`src/rtl/adler32_par.sv`:
```
// adler32_par: pipelined Adler-32 engine, BYTE_NUM bytes per beat, MSB byte first.
// Latency: two register stages; val_o/dat_o follow an accepted beat by 2 clocks, one result per beat.
// Backpressure: none; a beat can be accepted every cycle and the producer only paces frames.
//
// Ports:
//   clk, rst      rising-edge clock, asynchronous active-high reset
//   start_i       begin a new checksum (loads the seed); may coincide with the first beat
//   val_i/dat_i   input beat; byte 0 is dat_i[DATA_WD-1 -: 8]
//   num_i         valid bytes minus one, counted from the top byte down
//   lst_i         marks the last beat of the frame
//   seed_i        {B,A} start value, only when ADLER32_SEED_EN is defined
//   busy_o        frame open or a beat still in the pipeline
//   val_o/dat_o   running checksum {B,A} after each accepted beat
//   done_o        with val_o on the result of the lst_i beat
//
// Build option: define ADLER32_SEED_EN to add seed_i; otherwise start_i loads A=1, B=0.

module adler32_par #(
  parameter int BYTE_NUM = 4,
  parameter int DATA_WD  = 8 * BYTE_NUM,
  parameter int NUM_WD   = (BYTE_NUM > 1) ? $clog2(BYTE_NUM) : 1
) (
  input  logic               clk,
  input  logic               rst,
  input  logic               start_i,
  input  logic               val_i,
  input  logic [DATA_WD-1:0] dat_i,
  input  logic [NUM_WD-1:0]  num_i,
  input  logic               lst_i,
`ifdef ADLER32_SEED_EN
  input  logic [31:0]        seed_i,
`endif
  output logic               busy_o,
  output logic               done_o,
  output logic               val_o,
  output logic [31:0]        dat_o
);

  localparam logic [16:0] MOD   = 17'd65521;
  localparam int          N_WD  = 5;   // holds n up to 16
  localparam int          S1_WD = 12;  // 16 * 255 < 2^12
  localparam int          S2_WD = 16;  // 255 * (16*17/2) < 2^16
  localparam int          W_WD  = 21;  // stage-2 wide sums stay below 2^21

  typedef enum logic {
    ST_IDLE = 1'b0,
    ST_RUN  = 1'b1
  } state_t;

  state_t r_state;
  state_t w_state_nxt;
  logic   w_acc;
  logic   w_drop;

  // Stage 1 signals
  logic [N_WD-1:0]  w_n;
  logic [S1_WD-1:0] w_s1;
  logic [S2_WD-1:0] w_s2;
  logic             r_s1_vld;
  logic             r_s1_lst;
  logic [N_WD-1:0]  r_s1_n;
  logic [S1_WD-1:0] r_s1_sum;
  logic [S2_WD-1:0] r_s2_sum;

  // Seed and stage 2 signals
  logic [15:0]      w_seed_a;
  logic [15:0]      w_seed_b;
  logic [15:0]      r_seed_a;
  logic [15:0]      r_seed_b;
  logic             r_use_seed;
  logic             w_go;
  logic [15:0]      w_base_a;
  logic [15:0]      w_base_b;
  logic [W_WD-1:0]  w_wa;
  logic [W_WD-1:0]  w_wb;
  logic [15:0]      w_na;
  logic [15:0]      w_nb;
  logic [15:0]      r_a;
  logic [15:0]      r_b;
  logic             r_val;
  logic             r_done;

  // 2^16 = 15 (mod 65521): one hi*15+lo fold brings any value < 2^21 below 2^17,
  // after which at most two subtracts give the canonical residue.
  function automatic logic [15:0] mod_reduce(input logic [W_WD-1:0] x);
    logic [16:0] r;
    if (x[W_WD-1:17] != '0) begin
      r = 17'(x[W_WD-1:16]) * 17'd15 + 17'(x[15:0]);
    end else begin
      r = x[16:0];
    end
    if (r >= MOD) r = r - MOD;
    if (r >= MOD) r = r - MOD;
    return 16'(r);
  endfunction

  // ---------------------------------------------------------------- FSM
  always_ff @(posedge clk or posedge rst) begin
    if (rst) begin
      r_state <= ST_IDLE;
    end else begin
      r_state <= w_state_nxt;
    end
  end

  always_comb begin
    w_state_nxt = r_state;
    w_acc       = 1'b0;
    w_drop      = 1'b0;
    case (r_state)
      ST_IDLE: begin
        // A beat is only taken in IDLE when it arrives together with start_i.
        w_acc = val_i & start_i;
        if (start_i) begin
          w_state_nxt = (val_i & lst_i) ? ST_IDLE : ST_RUN;
        end
      end
      ST_RUN: begin
        w_acc  = val_i;
        // Restart inside a frame discards the beat sitting in stage 1.
        w_drop = start_i;
        if (val_i & lst_i) begin
          w_state_nxt = ST_IDLE;
        end else if (start_i) begin
          w_state_nxt = ST_RUN;
        end
      end
    endcase
  end

  // ---------------------------------------------------------------- stage 1
  // S1 = sum of used bytes, S2 = sum of (n-i)*d_i; byte i is weighted by
  // how many times it is folded into B within the beat.
  always_comb begin
    w_n = N_WD'(num_i) + N_WD'(1);
    if (w_n > N_WD'(BYTE_NUM)) w_n = N_WD'(BYTE_NUM);
    w_s1 = '0;
    w_s2 = '0;
    for (int i = 0; i < BYTE_NUM; i++) begin
      if (N_WD'(i) < w_n) begin
        w_s1 = w_s1 + S1_WD'(dat_i[DATA_WD-1-8*i -: 8]);
        w_s2 = w_s2 + S2_WD'(w_n - N_WD'(i)) * S2_WD'(dat_i[DATA_WD-1-8*i -: 8]);
      end
    end
  end

  always_ff @(posedge clk or posedge rst) begin
    if (rst) begin
      r_s1_vld <= 1'b0;
      r_s1_lst <= 1'b0;
      r_s1_n   <= '0;
      r_s1_sum <= '0;
      r_s2_sum <= '0;
    end else begin
      r_s1_vld <= w_acc;
      if (w_acc) begin
        r_s1_lst <= lst_i;
        r_s1_n   <= w_n;
        r_s1_sum <= w_s1;
        r_s2_sum <= w_s2;
      end
    end
  end

  // ---------------------------------------------------------------- seed
`ifdef ADLER32_SEED_EN
  assign w_seed_a = (seed_i[15:0]  >= 16'd65521) ? seed_i[15:0]  - 16'd65521 : seed_i[15:0];
  assign w_seed_b = (seed_i[31:16] >= 16'd65521) ? seed_i[31:16] - 16'd65521 : seed_i[31:16];
`else
  assign w_seed_a = 16'd1;
  assign w_seed_b = 16'd0;
`endif

  // ---------------------------------------------------------------- stage 2
  // The seed is held aside and picked up by the first beat of the frame, so
  // dat_o keeps the previous result until a new beat completes.
  assign w_go     = r_s1_vld & ~w_drop;
  assign w_base_a = r_use_seed ? r_seed_a : r_a;
  assign w_base_b = r_use_seed ? r_seed_b : r_b;
  // r_a/r_b feed straight back, so consecutive beats chain without a bubble.
  assign w_wa     = W_WD'(w_base_a) + W_WD'(r_s1_sum);
  assign w_wb     = W_WD'(w_base_b) + W_WD'(r_s1_n) * W_WD'(w_base_a) + W_WD'(r_s2_sum);
  assign w_na     = mod_reduce(w_wa);
  assign w_nb     = mod_reduce(w_wb);

  always_ff @(posedge clk or posedge rst) begin
    if (rst) begin
      r_a        <= 16'd1;
      r_b        <= 16'd0;
      r_val      <= 1'b0;
      r_done     <= 1'b0;
      r_use_seed <= 1'b0;
      r_seed_a   <= 16'd1;
      r_seed_b   <= 16'd0;
    end else begin
      r_val  <= w_go;
      r_done <= w_go & r_s1_lst;
      if (w_go) begin
        r_a <= w_na;
        r_b <= w_nb;
      end
      // start_i wins: a beat of the previous frame leaving stage 1 in the same
      // cycle has already used the old base.
      if (start_i) begin
        r_use_seed <= 1'b1;
        r_seed_a   <= w_seed_a;
        r_seed_b   <= w_seed_b;
      end else if (w_go) begin
        r_use_seed <= 1'b0;
      end
    end
  end

  assign busy_o = (r_state == ST_RUN) | r_s1_vld | r_val;
  assign done_o = r_done;
  assign val_o  = r_val;
  assign dat_o  = {r_b, r_a};

endmodule

```
`config.mk`:
```
export PLATFORM = sky130hd
export DESIGN_NAME = adler32_par
export DESIGN_NICKNAME = d
export VERILOG_FILES = /design/src/rtl/adler32_par.sv
export SDC_FILE = /design/constraint.sdc
export NUM_CORES = 1
export LEC_CHECK = 0
export CAP_MARGIN = 5
export CORE_MARGIN = 10
export CORE_UTILIZATION = 45
export DETAILED_ROUTE_END_ITERATION = 16
export GPL_ROUTABILITY_DRIVEN = 0
export GPL_TIMING_DRIVEN = 0
export SLEW_MARGIN = 10
export SYNTH_ARGS = -nofsm -noshare
export SYNTH_HDL_FRONTEND = slang
export SYNTH_SLANG_ARGS = --single-unit
```
`constraint.sdc`:
```
create_clock -name clk -period 11.1 [get_ports clk]
set_input_delay 2.22 -clock clk [delete_from_list [all_inputs] [get_ports clk]]
set_output_delay 2.22 -clock clk [all_outputs]
set_load 0.005 [all_outputs]
```
==> impl_metrics.toml <==
[status]
outcome = "completed"

[worst_setup_path]
r2r_start = "r_use_seed$_DFFE_PP0P_"
end_kind = "flop"
critPathLaunchType = "flop"
required_ps = 11310
critical_path_buf_inv_count = 8
crit_family = "adder cells"
r2r_cells = 41
rrSetupSlack_ps = 400
slowest_delay_ps = 540
worstReg2RegEnd = "r_b[14]$_DFFE_PP0P_"
slowest_stage = "fa_1"
path_class = "reg2reg"
critical_path.max_fanout = 10
crit_path_frequent_cell = "fa_1"
critPathArrivalTime_ps = 10910
critical_path_depth = 41

[clock_network]
clock_latency_ps = 340
numCtsBuffers = 9
cts.sinks = 68
path_clk_slew_ps = 60
cts_htree_levels = 3
hold_buffers = 0
cts_tree = "built"
cts_root_buffer = "clkbuf_16"
cts_buffer_depth = 2

[synth]
synth_edf_count = 0
yosysWarnings = 0
avgSynthCellArea_um2 = 7.862
synth.net_count = 2430
yosysSeqAreaShare_pct = 10.53
synth_cell_type_count = 91
syn_inst = 2057
synthFlopType = "dfrtp_1"
async_flop_share_pct = 100.0
synth.cell_area_mm2 = 0.01617
synth.ff_latch_count = 68

[global_route]
grt_pass1_vias = 14220
grt_pass1_wl_mm = 74.15
grt_usage_pct = 20.49
grt_max_degree = 37
antenna_found_initial = 0
overflow = 0

[floorplan]
fp.coreArea_mm2 = 0.03548
dieArea_mm2 = 0.04392
die_x_um = 209.6
num_rows = 69
io_pins = 74
start_util_pct = 45.58
die_h_um = 209.6

[worst_hold_path]
hp-class = "reg2reg"
worstHoldStart = "r_s1_lst$_DFFE_PP0P_"
min_to = "r_s1_lst$_DFFE_PP0P_"
hold_depth = 2

[finish]
diodes = 0
area_delta_synth_final_pct = 13.41
final_util_pct = 51.69
num-fill-cells = 3438
layout.nets = 2532
drive_above_1_share_pct = 7.856
fin_area_mm2 = 0.01834

[route]
drtPass1Iterations = 5
wl_mm = 46.31
vias_per_cell = 5.592
vias = 14680
drtIter0Drc = 989
drt_drc_violations_left = 0
ant_nets = 0
post_drt_wl_per_cell_um = 17.64

[power]
leakage_nw = 8.656
vdd.ir_drop.worst_mv = 0.2038
finalPower_mw = 4.878
power.density_mw_per_mm2 = 266.0

[run]
max_cap_viol_count = 0

[sta]
timing.final.crit_period_ps = 10700
hold_violations = 0
slew_violations = 0
setup_viol = 0
tns_ps = 0
rsz0062_at_grt = "yes"
skew_ps = 8.029
period_share_pct = 96.41
fin_ws_ps = 398.6
relSlewSlack_pct = 43.48
fmax_mhz = 93.45
worst_pin_slew_ps = 847.8

[placement]
place_area_mm2 = 0.01750
place_hpwl_mm = 38.85
placement.io_buffers = 73
pre_cts_ws_ps = -2273
-- metrics by stage --
step,hold WS (ps),cells
finish,471.1,2625
global route,497.8,2625
CTS,476.9,2610
detailed placement,461.7,2592
global placement,462.4,2591
floorplan,437.9,2057
-- per-layer routing --
metal  GRT usage (%)  share of wire (%)
met1           26.38                 45
met2           35.61                 48
met3           2.316                4.5
met4           5.185                1.8
met5               0                  0
-- worst max path at each step --
stage                          endpoint                   start
6_report            r_b[14]$_DFFE_PP0P_  r_use_seed$_DFFE_PP0P_
5_1_grt             r_b[10]$_DFFE_PP0P_  r_use_seed$_DFFE_PP0P_
4_1_cts        r_s2_sum[15]$_DFFE_PP0P_                num_i[0]
3_5_place_dp   r_s2_sum[15]$_DFFE_PP0P_                num_i[0]
3_3_place_gp   r_s2_sum[15]$_DFFE_PP0P_                num_i[0]
2_1_floorplan  r_s2_sum[15]$_DFFE_PP0P_                num_i[0]
-- cell families after synthesis --
kind of cell    synth area share, %
simple gates                  21.88
compound gates                19.24
fa+ha+maj                     30.72
buf+inv                       7.358
xor+xnor                      7.629
flops                         10.53
mux                           2.623
other cells                 0.02319
-- power breakdown --
part | switching, mW | total (mW) | internal, mW
Clock | 0.112 | 0.298 | 0.186
Combinational | 2.45 | 4.14 | 1.69
Sequential | 0.101 | 0.437 | 0.336
Total | 2.66 | 4.88 | 2.21
-- tightest hold or removal path, cell delays in order, from the launching register on --
cell     delay [ps]
dfrtp_1         340
nand2_1          50
nand2_1          50
-- flip-flops by register name, summed over array words and instances (netlist names) --
signal	count
r_s1_n	3
r_b	16
r_use_seed	1
r_s1_sum	11
r_a	16
done_o	1
r_s2_sum	16
r_state	1
val_o	1
r_s1_vld	1
r_s1_lst	1
-- layout make-up --
class                   instances  area [um2]  share of cell area, %
multi-input cells            1684       13600                  74.15
flip-flops and latches         68        1703                  9.285
inverters                     243       919.6                  5.014
repair buffers                 93       910.9                  4.967
well taps                     461       576.8                  3.145
plain buffers                  60       319.1                  1.740
clock buffers                  11       252.7                  1.378
clock inverters                 5       58.81                 0.3206
-- cell usage after synthesis (all sizes together) (7+ instances only) --
library cell,number,area (um2)
xor2,41,366.6
and2,94,588.1
mux2,11,123.9
mux2i,30,300.3
o21ai,82,410.4
a21oi,160,808.3
nor3,46,241.5
nand4,13,81.33
dfrtp,67,1677
fa,105,2102
nor3b,9,72.57
o21bai,38,285.3
a211oi,27,222.7
nand2b,37,231.5
clkbuf,43,163.9
nor2b,49,306.5
ha,229,2865
o211ai,15,112.6
or2,17,106.4
a31oi,16,100.1
or3,18,117.6
o31ai,8,73.82
nor4,7,86.33
and3,21,131.4
nand3,27,135.1
inv,241,904.6
o21a,21,157.7
xnor2,99,867.1
nor2,163,614.3
a21o,31,232.7
buf,19,113.9
nand2,179,674.4
-- cell usage in the layout, fill, tap and decap left out, types with 31 or more instances in the layout --
cell type	count
a21o_1	31
a21oi_1	147
and2_1	93
clkbuf_1	34
clkdlybuf4s50_1	71
dfrtp_1	67
fa_1	104
ha_1	226
inv_1	239
nand2_1	177
nand2b_1	36
nor2_1	160
nor2b_1	42
nor3_1	45
o21ai_0	66
o21bai_1	38
xnor2_1	99
xor2_1	36
-- what timing repair did --
action | 4_1_cts | 5_1_grt
gates resized for setup | 60 | 45
setup buffers | 4 | 15
endpoints found under the setup margin | 23 | 18
pin swaps | 10 | 21
Note: power is estimated with default switching activity, not from simulation.
